File: src/rtl/sudoku_check_sequencer.sv
// Sudoku grid check sequencer.
// Walks the 9 rows, 9 columns and 9 boxes of a 9x9 grid through a registered
// read port (one cell per cycle) and latches the first rule violation found.
module sudoku_check_sequencer #(
   parameter bit ALLOW_EMPTY  = 1'b1,
   parameter bit ABORT_ON_ERR = 1'b0
) (
   input  logic       clk,
   input  logic       rst,
   input  logic       start,
   output logic [3:0] rd_row,
   output logic [3:0] rd_col,
   input  logic [3:0] rd_data,
   output logic       busy,
   output logic       done,
   output logic       err,
   output logic [1:0] err_kind,
   output logic [1:0] err_unit_type,
   output logic [3:0] err_unit_idx,
   output logic [3:0] err_cell_row,
   output logic [3:0] err_cell_col
);

   typedef enum logic [1:0] {IDLE, SCAN, DRAIN, DONE} state_t;

   state_t     state, state_next;

   logic [1:0] t;
   logic [3:0] u, p;
   logic [3:0] box_row_base, box_col_base;
   logic [1:0] sub_row, sub_col;
   logic       last_addr;
   logic [3:0] addr_row, addr_col;

   logic       eval_valid;
   logic       eval_on;
   logic [1:0] t_d;
   logic [3:0] u_d, p_d, row_d, col_d;

   logic [8:0] mask, cur_mask, mask_next, onehot;
   logic       err_hit;
   logic [1:0] hit_kind;

   assign last_addr = (t == 2'd2) && (u == 4'd8) && (p == 4'd8);
   assign busy      = (state == SCAN) || (state == DRAIN);
   assign done      = (state == DONE);
   assign rd_row    = addr_row;
   assign rd_col    = addr_col;
   assign eval_on   = eval_valid && busy;

   // Map the unit/cell counters onto a grid address; idle address is (0,0).
   always_comb begin
      addr_row = 4'd0;
      addr_col = 4'd0;
      if (state == SCAN) begin
         case (t)
            2'd0: begin
               addr_row = u;
               addr_col = p;
            end
            2'd1: begin
               addr_row = p;
               addr_col = u;
            end
            default: begin
               addr_row = box_row_base + {2'b00, sub_row};
               addr_col = box_col_base + {2'b00, sub_col};
            end
         endcase
      end
   end

   // Evaluate the cell value returned for last cycle's address.
   always_comb begin
      cur_mask  = (p_d == 4'd0) ? 9'd0 : mask;
      onehot    = 9'd1 << (rd_data - 4'd1);
      mask_next = cur_mask;
      err_hit   = 1'b0;
      hit_kind  = 2'b00;
      if (eval_on) begin
         if (rd_data == 4'd0) begin
            if (!ALLOW_EMPTY) begin
               err_hit  = 1'b1;
               hit_kind = 2'b11;
            end
         end else if (rd_data > 4'd9) begin
            err_hit  = 1'b1;
            hit_kind = 2'b10;
         end else begin
            if ((cur_mask & onehot) != 9'd0) begin
               err_hit  = 1'b1;
               hit_kind = 2'b01;
            end
            mask_next = cur_mask | onehot;
         end
      end
   end

   // Next-state logic for the scan sequence.
   always_comb begin
      state_next = state;
      case (state)
         IDLE:    if (start) state_next = SCAN;
         SCAN: begin
            if (ABORT_ON_ERR && err_hit) state_next = DONE;
            else if (last_addr)          state_next = DRAIN;
         end
         DRAIN:   state_next = DONE;
         DONE:    state_next = IDLE;
         default: state_next = IDLE;
      endcase
   end

   // State register.
   always_ff @(posedge clk) begin
      if (rst) state <= IDLE;
      else     state <= state_next;
   end

   // Unit/cell counters, with box base/sub counters stepped alongside u and p.
   always_ff @(posedge clk) begin
      if (rst || (state == IDLE && start)) begin
         t            <= 2'd0;
         u            <= 4'd0;
         p            <= 4'd0;
         box_row_base <= 4'd0;
         box_col_base <= 4'd0;
         sub_row      <= 2'd0;
         sub_col      <= 2'd0;
      end else if (state == SCAN) begin
         if (p == 4'd8) begin
            p       <= 4'd0;
            sub_row <= 2'd0;
            sub_col <= 2'd0;
            if (u == 4'd8) begin
               u            <= 4'd0;
               t            <= t + 2'd1;
               box_row_base <= 4'd0;
               box_col_base <= 4'd0;
            end else begin
               u <= u + 4'd1;
               if (box_col_base == 4'd6) begin
                  box_col_base <= 4'd0;
                  box_row_base <= box_row_base + 4'd3;
               end else begin
                  box_col_base <= box_col_base + 4'd3;
               end
            end
         end else begin
            p <= p + 4'd1;
            if (sub_col == 2'd2) begin
               sub_col <= 2'd0;
               sub_row <= sub_row + 2'd1;
            end else begin
               sub_col <= sub_col + 2'd1;
            end
         end
      end
   end

   // Delay the address context by one cycle so it lines up with rd_data.
   always_ff @(posedge clk) begin
      if (rst) begin
         eval_valid <= 1'b0;
         t_d        <= 2'd0;
         u_d        <= 4'd0;
         p_d        <= 4'd0;
         row_d      <= 4'd0;
         col_d      <= 4'd0;
      end else begin
         eval_valid <= (state == SCAN);
         t_d        <= t;
         u_d        <= u;
         p_d        <= p;
         row_d      <= addr_row;
         col_d      <= addr_col;
      end
   end

   // Seen-digit mask of the unit currently being evaluated.
   always_ff @(posedge clk) begin
      if (rst || (state == IDLE && start)) mask <= 9'd0;
      else if (eval_on)                    mask <= mask_next;
   end

   // Latch the first error of a scan; cleared only by rst or a new start.
   always_ff @(posedge clk) begin
      if (rst || (state == IDLE && start)) begin
         err           <= 1'b0;
         err_kind      <= 2'b00;
         err_unit_type <= 2'b00;
         err_unit_idx  <= 4'd0;
         err_cell_row  <= 4'd0;
         err_cell_col  <= 4'd0;
      end else if (err_hit && !err) begin
         err           <= 1'b1;
         err_kind      <= hit_kind;
         err_unit_type <= t_d;
         err_unit_idx  <= u_d;
         err_cell_row  <= row_d;
         err_cell_col  <= col_d;
      end
   end

endmodule

File: config.mk
export PLATFORM = sky130hd
export DESIGN_NAME = sudoku_check_sequencer
export DESIGN_NICKNAME = d
export VERILOG_FILES = /design/src/rtl/sudoku_check_sequencer.sv
export SDC_FILE = /design/constraint.sdc
export NUM_CORES = 1
export LEC_CHECK = 0
export CORE_ASPECT_RATIO = 0.6
export CORE_UTILIZATION = 30
export CTS_CLUSTER_SIZE = 12
export DETAILED_ROUTE_END_ITERATION = 7
export HOLD_SLACK_MARGIN = 0.15
export PLACE_DENSITY = 0.56
export SLEW_MARGIN = 5
export SYNTH_ARGS = -nofsm -noshare
export SYNTH_HDL_FRONTEND = slang
export SYNTH_SLANG_ARGS = --single-unit
File: constraint.sdc
create_clock -name clk -period 2.1 [get_ports clk]
set_input_delay 0.525 -clock clk [delete_from_list [all_inputs] [get_ports clk]]
set_output_delay 0.525 -clock clk [all_outputs]
set_load 0.01 [all_outputs]
# --- Word-level counts from Yosys, hierarchy flattened ---
# Index checks and enable logic that the tools add are counted.
classes:
  n_shift: 1
  bitwise: 2
  add_sub_neg: 10
  n_mux: 28
  n_eq_ne: 11
  n_lt_le_gt_ge: 1
  reduce_logical: 20
ops:
  columns: ["operator", "count"]
  rows:
  - ["two-way mux 4 bit", 8]
  - ["two-way mux 9 bit", 3]
  - ["two-way mux 2 bit", 9]
  - ["case mux 4 bit (2 select lines)", 2]
  - ["AND 9 bit", 1]
  - ["bitwise OR 9 bit", 1]
  - ["nonzero test 9 bit", 1]
  - ["<< shifter 1 x 4 -> 9 bit (first input constant)", 1]
  - ["adder 4 x 1 -> 4 bit (second input constant)", 2]
  - ["adder 4 x 2 -> 4 bit", 2]
  - ["adder 4 x 2 -> 4 bit (second input constant)", 2]
  - ["== test 2 bit (second input constant)", 4]
  - ["== test 4 bit (second input constant)", 2]
  - ["zero test 4 bit", 2]
  - ["case mux 2 bit (4 select lines)", 1]
  - ["adder 2 x 1 -> 2 bit (second input constant)", 3]
  - ["AND reduction 2 bit", 3]
  - ["AND reduction 3 bit", 2]
  - ["logical AND 1 bit", 5]
  - ["two-way mux 1 bit", 5]
  - ["== test 2 x 1 -> 1 bit (second input constant)", 2]
  - ["== test 4 x 3 -> 1 bit (second input constant)", 1]
  - ["greater-than comparator 4 bit (second input constant)", 1]
  - ["zero test 2 bit", 2]
  - ["5 further kinds", 8]
totals:
  word_cells: 94
  ff_bits: 69
  input_bits: 7
  out_inout_bits: 27

# --- Logic depth before layout (Yosys ltp) ---
# Gate-level depths: netlist of the first run.
depth:
  ltp_word: 9
  depth_mapped: 9
  mapped_depth_nobuf: 7

# --- Worst setup path before layout of the first run ---
# Ideal clock, no wire load.
synth_timing:
  path_kind: "in2reg"
  start: "input rd_data[0]"
  end: "register err"
  setup_slack_ps: 94
  stages: 7
  n_path_buf: 2
  setup_ps: 115
  required_ps: 1985
  arrival_time_ps: 1891
  cell_sequence: "buf_6 -> mux2_4 -> and3_4 -> nor4_4 -> a21oi_4 -> buf_6 -> o21a_1"
synth_via:
  elab_chain_len: 9
  elab_cells_between_ends: 11
  classes_between: "add/sub (1); order compare (1); shift (1); mux (4); bitwise (1); reduce/logical (3)"
synth_rtl:
  columns: ["item", "line", "rtl"]
  rows:
  - ["start: declaration", "13", "input logic [3:0] rd_data,"]
  - ["subtractor 4 x 1 -> 4 bit", "76", "onehot = 9'd1 << (rd_data - 4'd1);"]
  - ["<< shifter 1 x 4 -> 9 bit", "76", null]
  - ["AND 9 bit", "90", "if ((cur_mask & onehot) != 9'd0) begin"]
  - ["nonzero test 9 bit", "90", null]
  - ["two-way mux 1 bit", "90", null]
  - ["two-way mux 1 bit", "86", "end else if (rd_data > 4'd9) begin"]
  - ["two-way mux 1 bit (*)", "81", "if (rd_data == 4'd0) begin"]
  - ["two-way mux 1 bit (*)", "80", "if (eval_on) begin"]
  - ["logical AND 1 bit (*)", "195", "end else if (err_hit && !err) begin"]
  - ["end signal: assignment", "189", "err <= 1'b0;"]
  - ["end signal: assignment", "196", "err <= 1'b1;"]
  - ["end: declaration", "16", "output logic err,"]
# Mark *: on every way between the ends. The rest lies on a longest branch, timed or not.
# A chain may end at the register's enable or synchronous reset.

# --- Worst setup path in the final report of the first run ---
layout_timing:
  start: "register sub_row[0]"
  end: "output rd_row[2]"
layout_via:
  elab_chain_len: 3
layout_rtl:
  columns: ["item", "line", "rtl"]
  rows:
  - ["start: declaration", "31", "logic [1:0] sub_row, sub_col;"]
  - ["start signal: assignment", "153", "sub_row <= sub_row + 2'd1;"]
  - ["adder 4 x 2 -> 4 bit", "66", "addr_row = box_row_base + {2'b00, sub_row};"]
  - ["case mux 4 bit (2 select lines)", "56", "case (t)"]
  - ["two-way mux 4 bit", "55", "if (state == SCAN) begin"]
  - ["end: declaration", "11", "output logic [3:0] rd_row,"]
# Every way passes these cells.

==> results.sh, run 1 <==
export IMPL_finalCritPeriodShare_pct=109
export IMPL_final_seq_area_um2=1410
export IMPL_rsz0062_at_grt="true"
export IMPL_post_place_ws_ns=-0.430
export IMPL_clock_path_buffers=2
export IMPL_crit_start="sub_row[0]"
export IMPL_start_util_pct=31.6
export IMPL_via_per_inst=4.64
export IMPL_dr_total_vias=2806
export IMPL_routed_wirelength_um=8510
export IMPL_synth_edf_count=0
export IMPL_crit_type="flop to output port"
export IMPL_synth_most_common_cell="dfxtp_1"
export IMPL_syn_num_nets=382
export IMPL_yosysUniqueCellTypes=44
export IMPL_placed_area_um2=4010
export IMPL_netlist_instances=354
export IMPL_synth_avg_cell_area_um2=8.97
export IMPL_cts_sinks=69
export IMPL_period_needed_ns=2.30
export IMPL_die_h_um=81.7
export IMPL_num_io_pins=34
export IMPL_largest_reg_flops=9
export IMPL_coreArea_um2=10100
export IMPL_slew_violations=0
export IMPL_grt_overflow=0
export IMPL_end_kind="output port"
export IMPL_first_iter_violations=145
export IMPL_worst_pin_slew_ns=0.637
export IMPL_grt_pass1_vias=2612
export IMPL_antenna_left=0
export IMPL_crit_slowest_cell="dfxtp_4"
export IMPL_crit_path_start_kind="flop"
export IMPL_row_count=28
export IMPL_cts_tree="yes"
export IMPL_routabilityCongestion=0.782
export IMPL_required_ns=1.57
export IMPL_postLayoutCoreUtil_pct=47.7
export IMPL_grt_pass1_wl_um=13400
export IMPL_cp_depth=6
export IMPL_antenna_found_initial=0
export IMPL_r2r_end="row_d[3]"
export IMPL_multi_input_area_um2=1890
export IMPL_wl_per_cell_um=14.1
export IMPL_yosysSeqAreaShare_pct=43.5
export IMPL_cp_top_family="adder cells"
export IMPL_fin_nets=494
export IMPL_hold_path_class="flop to flop"
export IMPL_r2r_setup_slack_ns=-0.12
export IMPL_final_area_um2=4800
export IMPL_hold_violations=0
export IMPL_max_stage_delay_ns=0.35
export IMPL_synth_common_cells="dfxtp_1 (69), nor2_1 (55), nand2_1 (40)"
export IMPL_synth_top_area_share_pct=43.5
export IMPL_hpwl_um=5710
export IMPL_holdWs_ns=0.443
export IMPL_syn2layout_area_growth_pct=51.0
export IMPL_r2r_start="sub_row[0]"
export IMPL_ctsHoldBuffers=0
export IMPL_final_layout_size_suffix_gt1_share_pct=34.0
export IMPL_path_cells="ha_4 > fa_2 > xor2_2 > a21oi_2 > nor2_1 > buf_2"
export IMPL_path_max_fanout=2
export IMPL_synth_async_reset_ratio_pct=0
export IMPL_setup_slack_ns=-0.198
export IMPL_nFillCells=928
export IMPL_finalClockSkew_ns=0.00668
export IMPL_crit_buf_inv=1
export IMPL_cts_root_buf="clkbuf_16"
export IMPL_drv_cap=0
export IMPL_antenna_cells=0
export IMPL_drc=0
export IMPL_cp_endpoint="rd_row[2]"
export IMPL_ys_seq_elements=69
export IMPL_die_w_um=135
export IMPL_path_clk_slew_ns=0.05
export IMPL_clock_latency_ns=0.34
export IMPL_numCtsBuffers=9
export IMPL_synthTopCellsByArea="dfxtp_1 (43%), ha_1 (7.5%), nor2_1 (6.5%)"
export IMPL_io_buffers=33
export IMPL_synth_warnings=0
export IMPL_setup_viol=9
export IMPL_timing_fmax_ghz=0.435
export IMPL_regMostFlops="mask"
export IMPL_drt_pass1_iterations=4
export IMPL_violations="setup timing"
export IMPL_yosys_most_used_dff="dfxtp_1"
export IMPL_peakVddDrop_v=0.000399
export IMPL_grtUsageTotal_pct=16.5
export IMPL_htree_levels=3
export IMPL_max_slew_margin_pct=57.1
export IMPL_die_area_um2=11000
export IMPL_syn_cell_area_um2=3180
export IMPL_powerDensity_nw_per_um2=799
export IMPL_grt_max_degree=33
export IMPL_setup_tns_ns=-1.20
export IMPL_synth_top_cell_by_area="dfxtp_1"
export IMPL_p_leak_nw=1.90
export IMPL_r2r_worst_path_cells=14
export IMPL_crit_arrival_ns=1.77
export IMPL_status="finished with violations"
-- logic make-up (layout without fill, tap and decap cells) --
logic type	after synthesis	count (layout)	share of synthesized area (%)
AO/OA/AOI/OAI	64	65	13.3
XOR/XNOR	11	11	3.03
adder cells (fa/ha/maj)	21	21	8.74
buffers and inverters	31	146	4.25
flip-flops	69	69	43.5
multiplexers	20	20	6.54
AND/OR/NAND/NOR	138	138	20.7
-- metal layers --
| metal | vias to the layer above | GRT usage (%) | share of wire (%) | wire length, um |
|---|---|---|---|---|
| met1 | 1300 | 23.2 | 52 | 4410 |
| met3 | 2 | 5.80 | 7.0 | 599 |
| met4 | 0 | 4.38 | 0.22 | 19 |
| met2 | 66 | 23.6 | 41 | 3480 |
| li1 | 1438 | - | - | - |
| met5 | - | 0 | 0 | 0 |
-- where the power goes --
part	internal (mW)	switching, mW
sequential	1.36	0.0511
combinational	0.409	0.537
clock	0.911	0.568
total	2.68	1.16
-- worst min-delay path by stage --
stage | from | endpoint | slack (ns) | depth (start not counted)
finish | row_d[2] | err_cell_row[2] | 0.44 | 2
global route | u_d[3] | err_unit_idx[3] | 0.46 | 2
detailed placement | row_d[2] | err_cell_row[2] | 0.44 | 2
floorplan | col_d[0] | err_cell_col[0] | 0.42 | 2
global placement | t_d[1] | err_unit_type[1] | 0.43 | 2
CTS | row_d[2] | err_cell_row[2] | 0.44 | 2
-- timing repair --
action / 4_1_cts / 5_1_grt
endpoints found under the setup margin: 24 / 25
pin swaps: 15 / 19
buffers inserted: 22 / 9
gates cloned: 1 / 1
gates resized for setup: 82 / 24
-- area by class of cell --
| type | count | share of cell area, % |
|---|---|---|
| inverter | 15 | 1.30 |
| clock inverter | 6 | 1.36 |
| sequential | 69 | 29.3 |
| timing repair buffer | 115 | 20.2 |
| clock buffer | 9 | 4.69 |
| tap | 135 | 3.52 |
| multi-input combinational | 255 | 39.4 |
| timing repair inverter | 1 | 0.104 |
-- layout by cell type, fill, tap and decap left out, drive strengths merged, types with 3 or more instances in the layout --
| master | count |
|---|---|
| a21o | 3 |
| buf | 90 |
| a21oi | 26 |
| clkinvlp | 3 |
| and3b | 3 |
| or3 | 4 |
| nor2b | 6 |
| nor4 | 3 |
| nor3b | 3 |
| clkdlybuf4s50 | 21 |
| a211oi | 3 |
| clkbuf | 9 |
| mux2i | 17 |
| nor3 | 10 |
| nor2 | 55 |
| a22oi | 8 |
| clkinv | 4 |
| mux2 | 3 |
| and3 | 3 |
| a22o | 6 |
| nand2 | 40 |
| xnor2 | 6 |
| o21ai | 9 |
| dfxtp | 69 |
| inv | 14 |
| ha | 19 |
| a32oi | 4 |
| xor2 | 5 |
-- metrics by stage --
| step | std cells | power (mW) |
|---|---|---|
| final | 605 | 3.83 |
| after global routing | 605 | 4.04 |
| after CTS | 597 | 3.78 |
| after detailed placement | 559 | 2.19 |
| after global placement | 559 | 2.18 |
| after floorplan | 354 | 1.84 |
-- worst register-to-register path: cells and delay by family (launching register included) --
kind | cells | cell delay [ns]
simple gates | 2 | 0.19
xor+xnor | 1 | 0.13
buf+inv | 8 | 0.94
flops | 1 | 0.35
compound gates | 2 | 0.36
fa+ha+maj | 1 | 0.17
Power figures use the tool's default switching activity.
==> inputs of run 2 (changes only) <==
Settings changed: PLACE_DENSITY 0.56 to 0.57.
Clock period 2.1 ns to 2 ns, I/O delays scaled along.
==> results.sh, run 2 (synthesis gave the netlist of run 1 again) <==
export IMPL_status="finished with violations"
export IMPL_violations="setup timing"
export IMPL_first_iter_violations=128
export IMPL_rsz0062_at_grt="true"
export IMPL_placed_area_um2=4040
export IMPL_crit_arrival_ns=1.80
export IMPL_hold_violations=0
export IMPL_grt_overflow=0
export IMPL_clock_latency_ns=0.34
export IMPL_grt_pass1_vias=2579
export IMPL_antenna_left=0
export IMPL_required_ns=1.50
export IMPL_max_stage_delay_ns=0.41
export IMPL_slew_violations=0
export IMPL_holdPathStages=2
export IMPL_syn2layout_area_growth_pct=51.7
export IMPL_dr_total_vias=2852
export IMPL_max_slew_margin_pct=60.7
export IMPL_die_area_um2=11000
export IMPL_period_needed_ns=2.30
export IMPL_holdPathEnd="err_cell_col[3]"
export IMPL_largest_reg_flops=9
export IMPL_grt_pass1_wl_um=13300
export IMPL_layout_commonest_cell="buf_4"
export IMPL_powerDensity_nw_per_um2=825
export IMPL_crit_type="flop to output port"
export IMPL_die_w_um=135
export IMPL_io_buffers=33
export IMPL_hold_path_class="flop to flop"
export IMPL_crit_path_start_kind="flop"
export IMPL_drv_cap=0
export IMPL_cts_tree="yes"
export IMPL_htree_levels=3
export IMPL_die_h_um=81.7
export IMPL_holdWs_ns=0.442
export IMPL_setup_slack_ns=-0.302
export IMPL_ctsHoldBuffers=0
export IMPL_routed_wirelength_um=8720
export IMPL_numCtsBuffers=9
export IMPL_setup_viol=9
export IMPL_nFillCells=925
export IMPL_start_util_pct=31.6
export IMPL_via_per_inst=4.69
export IMPL_path_cells="buf_6 > fa_2 > xor2_4 > a21oi_2 > nor2_1 > buf_2"
export IMPL_p_leak_nw=1.93
export IMPL_crit_slowest_cell="fa_2"
export IMPL_antenna_found_initial=0
export IMPL_fin_total_pwr_mw=3.97
export IMPL_r2r_end="row_d[3]"
export IMPL_cts_sinks=69
export IMPL_end_kind="output port"
export IMPL_worst_pin_slew_ns=0.587
export IMPL_path_max_fanout=2
export IMPL_path_clk_slew_ns=0.06
export IMPL_fin_nets=496
export IMPL_r2r_setup_slack_ns=-0.09
export IMPL_timing_fmax_ghz=0.434
export IMPL_grt_max_degree=33
export IMPL_grtUsageTotal_pct=16.3
export IMPL_num_io_pins=34
export IMPL_drc=0
export IMPL_routabilityCongestion=0.823
export IMPL_finalCritPeriodShare_pct=115
export IMPL_final_layout_size_suffix_gt1_share_pct=34.0
export IMPL_regMostFlops="mask"
export IMPL_clock_path_buffers=2
export IMPL_final_cell_mix="buf_4 (69), dfxtp_1 (57), nor2_1 (53), nand2_1 (38), clkdlybuf4s50_1 (19)"
export IMPL_r2r_start="box_row_base[1]"
export IMPL_antenna_cells=0
export IMPL_drt_pass1_iterations=4
export IMPL_cts_root_buf="clkbuf_16"
export IMPL_r2r_worst_path_cells=13
export IMPL_row_count=28
export IMPL_hpwl_um=6070
export IMPL_min_from="col_d[3]"
export IMPL_final_area_um2=4820
export IMPL_post_place_ws_ns=-0.615
export IMPL_coreArea_um2=10100
export IMPL_wl_per_cell_um=14.3
export IMPL_peakVddDrop_v=0.000509
export IMPL_finalClockSkew_ns=0.00847
==> run 2: cell types whose count changed in the layout (fill, tap and decap cells not counted), sizes merged <==
cell	change
buf	+4
clkbuf	+2
clkdlybuf4s15	+1
clkdlybuf4s50	-2
clkinv	-3
dlymetal6s2s	-1
inv	+2
==> run 2: cell type report <==
| class | count | area (um^2) | share of cell area (%) |
|---|---|---|---|
| clock buffers | 10 | 239 | 4.96 |
| clock inverters | 6 | 70.1 | 1.45 |
| inverters | 15 | 58.8 | 1.22 |
| multi-input cells | 255 | 1860 | 38.6 |
| flip-flops and latches | 69 | 1410 | 29.2 |
| well taps | 135 | 169 | 3.51 |
| repair buffers | 118 | 1010 | 21.0 |
==> run 2: worst max path at each step <==
stage                                from        end  slack (ns)  cells after the start
after floorplan                rd_data[0]        err        0.02                      7
after global placement         rd_data[1]        err       -0.57                      6
after detailed placement       rd_data[1]        err       -0.62                      6
after CTS                 box_col_base[1]  rd_col[2]       -0.29                      6
after global routing      box_col_base[1]  rd_col[2]       -0.34                      6
final                     box_col_base[1]  rd_col[2]       -0.30                      6
==> run 2: what timing repair did <==
item | 4_1_cts | 5_1_grt
gates resized for setup | 89 | 22
setup endpoints to repair | 26 | 33
gates cloned | 1 | 0
buffers inserted | 21 | 8
pin swaps | 18 | 16
==> run 2: power breakdown <==
| group | internal [mW] | switching [mW] |
|---|---|---|
| Sequential | 1.43 | 0.0489 |
| Combinational | 0.364 | 0.512 |
| Clock | 1.00 | 0.617 |
| Total | 2.80 | 1.18 |
==> run 2: worst max-delay path, delay by kind of cell (launching register included) <==
family                   cells  cell delay, ns
adder cells (fa/ha/maj)      1            0.41
flip-flops                   1            0.34
buffers and inverters        2            0.28
XOR/XNOR                     1            0.18
AO/OA/AOI/OAI                1            0.17
AND/OR/NAND/NOR              1            0.08
==> run 2: through the flow <==
step                instances  util [%]  TNS (ns)
global placement          563      40.2    -12.13
global route              608      47.9     -2.47
detailed placement        563      40.2    -13.11
CTS                       601      46.5     -2.02
floorplan                 354         -         0
finish                    608      47.9     -1.82
==> run 2: per-layer routing <==
metal / wire, um / vias to the layer above / global-route usage, %
met2: 3590 / 63 / 22.8
met3: 453 / 10 / 4.14
met4: 97 / 0 / 6.29
li1: - / 1446 / -
met5: 0 / - / 0
met1: 4580 / 1333 / 23.5
